**src/rtl/bus_ack_fifo.sv**
```systemverilog
// Acknowledger end of a four-phase req/ack bus. Each handshake pushes one
// packet into a small FIFO, which is drained through a valid/ready pop port.
// ack is withheld while the FIFO is full, which stalls the requester.
module bus_ack_fifo #(
  parameter int unsigned W     = 32,
  parameter int unsigned DEPTH = 4
) (
  input  logic                       clk,
  input  logic                       rst,
  input  logic                       req,
  input  logic [W-1:0]               data,
  output logic                       ack,
  output logic                       out_valid,
  output logic [W-1:0]               out_data,
  input  logic                       out_ready,
  output logic [$clog2(DEPTH+1)-1:0] count,
  output logic [15:0]                rx_total,
  output logic                       proto_err
);

  localparam int unsigned AW = $clog2(DEPTH);
  localparam int unsigned CW = $clog2(DEPTH + 1);

  typedef enum logic [0:0] {StIdle, StAcked} state_e;

  state_e          state_q;
  logic            ack_q;
  logic            stall_q;
  logic            err_q;
  logic [AW-1:0]   rd_ptr_q;
  logic [AW-1:0]   wr_ptr_q;
  logic [CW-1:0]   count_q;
  logic [15:0]     rx_total_q;
  logic [W-1:0]    mem_q [DEPTH];

  logic pop;
  logic space;
  logic push;

  // Pop, space and capture decisions for the current cycle.
  always_comb begin
    pop   = (count_q != '0) && out_ready;
    // A pop in the same cycle frees the slot the new packet lands in.
    space = (count_q < CW'(DEPTH)) || pop;
    push  = (state_q == StIdle) && req && space;
  end

  // Handshake FSM with registered ack, stall tracking and sticky error flag.
  always_ff @(posedge clk) begin
    if (rst) begin
      state_q <= StIdle;
      ack_q   <= 1'b0;
      stall_q <= 1'b0;
      err_q   <= 1'b0;
    end else begin
      // Remember that a request was waiting on space last cycle.
      stall_q <= (state_q == StIdle) && req && !space;
      // Request withdrawn before it was ever acknowledged.
      if ((state_q == StIdle) && stall_q && !req) begin
        err_q <= 1'b1;
      end
      unique case (state_q)
        StIdle: begin
          if (push) begin
            ack_q   <= 1'b1;
            state_q <= StAcked;
          end
        end
        StAcked: begin
          if (!req) begin
            ack_q   <= 1'b0;
            state_q <= StIdle;
          end
        end
        default: begin
          ack_q   <= 1'b0;
          state_q <= StIdle;
        end
      endcase
    end
  end

  // FIFO pointers, occupancy and accepted-packet counter.
  always_ff @(posedge clk) begin
    if (rst) begin
      rd_ptr_q   <= '0;
      wr_ptr_q   <= '0;
      count_q    <= '0;
      rx_total_q <= '0;
    end else begin
      if (push) begin
        wr_ptr_q   <= wr_ptr_q + AW'(1);
        rx_total_q <= rx_total_q + 16'd1;
      end
      if (pop) begin
        rd_ptr_q <= rd_ptr_q + AW'(1);
      end
      unique case ({push, pop})
        2'b10:   count_q <= count_q + CW'(1);
        2'b01:   count_q <= count_q - CW'(1);
        default: count_q <= count_q;
      endcase
    end
  end

  // Packet storage; contents need no reset since out_valid gates them.
  always_ff @(posedge clk) begin
    if (push) begin
      mem_q[wr_ptr_q] <= data;
    end
  end

  assign ack       = ack_q;
  assign out_valid = (count_q != '0);
  assign out_data  = mem_q[rd_ptr_q];
  assign count     = count_q;
  assign rx_total  = rx_total_q;
  assign proto_err = err_q;

endmodule
```
**config.mk**
```make
export PLATFORM = sky130hd
export DESIGN_NAME = bus_ack_fifo
export DESIGN_NICKNAME = d
export VERILOG_FILES = /design/src/rtl/bus_ack_fifo.sv
export SDC_FILE = /design/constraint.sdc
export NUM_CORES = 1
export LEC_CHECK = 0
export CORE_AREA = 3 3 106 108
export DETAILED_ROUTE_END_ITERATION = 12
export DIE_AREA = 0 0 109 111
export PLACE_DENSITY = 0.83
export SYNTH_ARGS = -nofsm -noshare
export SYNTH_HDL_FRONTEND = slang
export SYNTH_SLANG_ARGS = --single-unit
```
**constraint.sdc**
```tcl
create_clock -name clk -period 5.1 [get_ports clk]
set_input_delay 1.53 -clock clk [delete_from_list [all_inputs] [get_ports clk]]
set_output_delay 1.53 -clock clk [all_outputs]
set_load 0.01 [all_outputs]
```
# --- Word level (Yosys, flattened, before mapping) ---
# Memory sizes are Yosys's and may differ from the RTL's. A register that Yosys moved wholly into a read port is not among the register bits.
# Index checks and enable logic that the tools add are counted.
word_totals:
  inputBits: 36
  wordCells: 42
  rom_bits: 0
  mem_count: 1
  latch_bits: 0
  mem_bits_rw: 128
  register_bits: 27
mem_list:
  columns: ["memory", "words", "width", "rd", "rd_ports_with_merged_regs", "wr", "line", "source"]
  rows:
  - ["mem_q", 4, 32, 1, 1, 1, "34", "logic [W-1:0] mem_q [DEPTH];"]
classes:
  n_addsub: 5
  n_bitwise: 1
  shifts: 0
  mul: 0
  n_reduce_logical: 12
  eq_ne: 4
  order_cmp: 1
  mux: 10
  div_mod_pow: 0
ops:
  columns: ["operator", "count"]
  rows:
  - ["$add 16x1->16 const B", 1]
  - ["$logic_and 1x1->1", 6]
  - ["$pmux 3 s2", 1]
  - ["$mux 1", 5]
  - ["$add 2x1->2 const B", 2]
  - ["$mux 2", 2]
  - ["$ne 2x2->1 const B", 2]
  - ["$pmux 1 s2", 2]
  - ["$add 3x1->3 const B", 1]
  - ["$lt 3x3->1 const B", 1]
  - ["$reduce_bool 3->1", 1]
  - ["$sub 3x1->3 const B", 1]
  - ["$eq 2x1->1 const B", 1]
  - ["$eq 2x2->1 const B", 1]
  - ["$logic_not 1->1", 2]
  - ["$reduce_and 2->1", 1]
  - ["$reduce_bool 2->1", 1]
  - ["$logic_or 1x1->1", 1]
  - ["$not 1->1", 1]

# --- Longest topological paths before layout ---
logic_depth:
  ltp_word: 6
  mapped_depth: 9
  mapped_depth_nobuf: 9

# --- Worst setup path before layout ---
# No wires, ideal clock.
synth_timing:
  kind: "input to register"
  startpoint: "in out_ready"
  endpoint: "reg count_q[2] (netlist: count[2])"
  arrival_time_ps: 3093
  setup_time_ps: 70
  n_path_buf: 0
  setup_slack_ps: 1936
  required_ps: 5030
  stages: 9
  path_cell_list: "nor2b_4 > nor2_1 > inv_1 > ha_1 > inv_1 > fa_1 > xor2_1 > or3_2 > a21oi_1"
synth_between:
  elab_chain_cells: 5
synth_rtl:
  columns: ["element", "line", "source"]
  rows:
  - ["start: declaration", "15", "input logic out_ready,"]
  - ["$logic_and 1x1->1 *", "42", "pop = (count_q != '0) && out_ready;"]
  - ["$logic_or 1x1->1", "44", "space = (count_q < CW'(DEPTH)) || pop;"]
  - ["$logic_and 1x1->1", "45", "push = (state_q == StIdle) && req && space;"]
  - ["$eq 2x1->1 or $eq 2x2->1 (tied branches)", "98", "unique case ({push, pop})"]
  - ["$pmux 3 s2 or $reduce_bool 2->1 (tied branches)", null, null]
  - ["end signal: assignment", "99", "2'b10: count_q <= count_q + CW'(1);"]
  - ["end signal: assignment", "100", "2'b01: count_q <= count_q - CW'(1);"]
  - ["end signal: assignment", "101", "default: count_q <= count_q;"]
  - ["end: declaration", "32", "logic [CW-1:0] count_q;"]
# Mark *: on every way between the ends. The rest lies on a longest branch, timed or not.
# A chain may end at the register's enable or synchronous reset.

==> flow_metrics.py <==
metrics = {
    "power_and_ir_drop": {
        "p_per_area_nw_per_um2": 477,
        "p_leak_nw": 2.45,
        "irDropWorstVdd_mv": 0.265,
    },
    "clock_network": {
        "h-tree-depth": 4,
        "clk_path_buf_depth": 2,
        "clkTransAtPathRegs_ps": 60,
        "post_cts_buffers": 0,
        "cts.sinks": 157,
        "ctsResizeCount": 0,
        "cts_buffers": 17,
        "cts_tree": "yes",
        "insertion_delay_ps": 520,
        "hold_buffers": 0,
        "root_buffer": "clkbuf_8",
    },
    "worst_setup_path": {
        "path_class": "reg2out",
        "critPathArrivalTime_ps": 2570,
        "cp_max_fo": 17,
        "start_kind": "flop",
        "cp.required_ps": 3570,
        "cp-end-kind": "output pin",
    },
    "logic_synthesis": {
        "synth_cells": 319,
        "netlist.area_leader.share_pct": 64.8,
        "ys_types": 33,
        "synth_area_um2": 5940,
        "yosys.area.top_type": "edfxtp_1",
        "synth-seq-cells": 157,
        "yosysWarnings": 0,
        "synth_area_leaders": "edfxtp_1, mux4_2, dfxtp_1",
        "yosysSeqAreaShare_pct": 74.5,
        "syn-num-nets": 362,
        "synth.avg_cell_area_um2": 18.6,
    },
    "drt": {
        "drtPass1Iterations": 4,
        "drt-wirelength-per-cell_um": 20.5,
        "antenna_left": 0,
        "drc": 0,
        "drtIter0Drc": 188,
        "vias": 3160,
        "wl_mm": 11.5,
        "drt-vias-per-instance": 5.61,
    },
    "floorplan": {
        "die_h_um": 111,
        "die_area_um2": 12100,
        "start_util_pct": 57.5,
        "ios": 90,
        "num_rows": 37,
        "design.core.area_um2": 10300,
        "die_x_um": 109,
    },
    "sta": {
        "fin_crit_sh_pct": 80.5,
        "rsz0062_at_grt": "false",
        "tightestPinTransition_ps": 1000,
        "slew_headroom_pct": 33.0,
        "max_freq_ghz": 0.244,
        "drv_slew": 0,
        "tns_ps": 0,
        "min_period_ps": 4100,
        "timing_hold_violations_final": 0,
        "finalSetupViolCount": 0,
        "fin_ws_ps": 995,
        "skew_ps": 8.51,
    },
    "global_route": {
        "grt_pass1_vias": 3309,
        "grt_max_degree": 33,
        "grt_pass1_wl_mm": 18.1,
        "grt_overflow": 0,
        "antenna_found_initial": 0,
        "track_usage_pct": 20.6,
    },
    "finish": {
        "layout.nets": 458,
        "final-instance-count-excl-fill": 563,
        "drive_gt1_share_pct": 17.1,
        "area_delta_synth_final_pct": 28.1,
        "antennaDiodeCount": 0,
    },
    "placement": {
        "place_ws_ps": 1260,
        "portBuffers": 89,
        "place_inst": 532,
        "place.gp.congestion": 0.780,
        "hpwl_mm": 6.75,
    },
    "outcome": {
        "status": "completed",
    },
    "hold_path": {
        "hold_class": "reg2reg",
    },
    "run": {
        "drv_cap": 0,
    },
}
==> final timing paths <==
path	startpoint	to	slack, ps	cells past startpoint
min reg2reg	stall_q	proto_err	470	2
min	stall_q	proto_err	470	2
max reg2reg	count[2]	count[2]	2810	9
max	flop	out_data[25]	1000	3
==> per-stage QoR <==
| step | power (W) | utilization [%] | hold slack [ps] | instance area (um2) |
|---|---|---|---|---|
| finish | 0.00363 | 73.7 | 470 | 7600 |
| global route | 0.00376 | 73.7 | 516 | 7600 |
| CTS | 0.00367 | 73.7 | 478 | 7600 |
| detailed placement | 0.00230 | 67.4 | 453 | 6960 |
| global placement | 0.00228 | 67.4 | 446 | 6960 |
| floorplan | 0.00195 | - | 433 | 5940 |
==> synth_stat cells <==
| cell type | n |
|---|---|
| a21oi_1 | 16 |
| and2_1 | 1 |
| and2b_1 | 1 |
| and3_1 | 5 |
| and4_1 | 2 |
| buf_1 | 2 |
| buf_2 | 4 |
| buf_4 | 2 |
| clkbuf_1 | 5 |
| dfxtp_1 | 29 |
| edfxtp_1 | 128 |
| fa_1 | 1 |
| ha_1 | 6 |
| inv_1 | 10 |
| mux4_2 | 32 |
| nand2_1 | 10 |
| nand2b_1 | 3 |
| nand3_1 | 5 |
| nand3_2 | 1 |
| nand4_1 | 2 |
| nand4b_1 | 1 |
| nor2_1 | 16 |
| nor2b_4 | 1 |
| nor3_1 | 1 |
| o21ai_0 | 6 |
| o31a_2 | 1 |
| o31ai_1 | 5 |
| or3_1 | 4 |
| or3_2 | 2 |
| or4_1 | 5 |
| or4_4 | 1 |
| xnor2_1 | 4 |
| xor2_1 | 7 |
==> placed cells by master, fill, tap and decap left out, types with 2 or more instances in the layout <==
| cell | count |
|---|---|
| or3_1 | 4 |
| bufinv_16 | 6 |
| clkbuf_16 | 16 |
| xor2_1 | 7 |
| clkdlybuf4s50_1 | 89 |
| o31ai_1 | 5 |
| or3_2 | 2 |
| edfxtp_1 | 128 |
| o21ai_0 | 6 |
| clkbuf_1 | 2 |
| a21oi_1 | 16 |
| dfxtp_1 | 27 |
| clkinv_4 | 2 |
| mux4_2 | 32 |
| nor2_1 | 16 |
| nand3_1 | 5 |
| and3_2 | 4 |
| ha_1 | 6 |
| nand2b_1 | 3 |
| dfxtp_2 | 2 |
| inv_1 | 10 |
| and4_1 | 2 |
| xnor2_1 | 4 |
| nand2_1 | 10 |
| or4_1 | 5 |
| nand4_1 | 2 |
==> state kept, by name, indices dropped and copies added, names as in the netlist, named ones only <==
| signal | cells |
|---|---|
| ack | 1 |
| count | 3 |
| mem_q | 128 |
| proto_err | 1 |
| rd_ptr_q | 2 |
| rx_total | 16 |
| stall_q | 1 |
| state_q | 1 |
| wr_ptr_q | 2 |
==> final cells by class <==
cell class                      instances  area, um2
Sequential cell                       157       4430
Fill cell                             615       2720
Multi-Input combinational cell        139       1420
Timing Repair Buffer                   90        911
Clock buffer                           19        422
Clock inverter                         12        219
Tap cell                              136        170
Inverter                               10       37.5
==> per-layer routing <==
layer | track usage (%) | share of wire [%] | routed length [um] | up-vias
met5 | 0 | 0 | 0 | -
met1 | 25.7 | 39 | 4540 | 1579
met2 | 33.4 | 52 | 6020 | 109
met4 | 9.26 | 1.7 | 195 | 0
li1 | - | - | - | 1454
met3 | 5.94 | 6.7 | 778 | 18
==> worst max-delay path, stage by stage, from the launching register on <==
cell             delay (ps)
dfxtp_2                 720
buf_12                  270
mux4_2                  560
clkdlybuf4s50_1         500
==> kinds of logic after synthesis <==
| family | share of synthesized area (%) |
|---|---|
| AOI/OAI and AO/OA | 2.66 |
| xor gates and xnor gates | 1.62 |
| adders and majority gates | 1.60 |
| buffers and inverters | 1.67 |
| DFF | 74.5 |
| muxes | 12.1 |
| and+or+nand+nor | 5.78 |
==> power breakdown <==
part | leakage, nW | switching, W | internal (W)
Combinational | 0.744 | 0.000282 | 0.000420
Sequential | 1.41 | 0.0000813 | 0.00148
Clock | 0.305 | 0.000474 | 0.000888
Note: power is estimated with default switching activity, not from simulation.
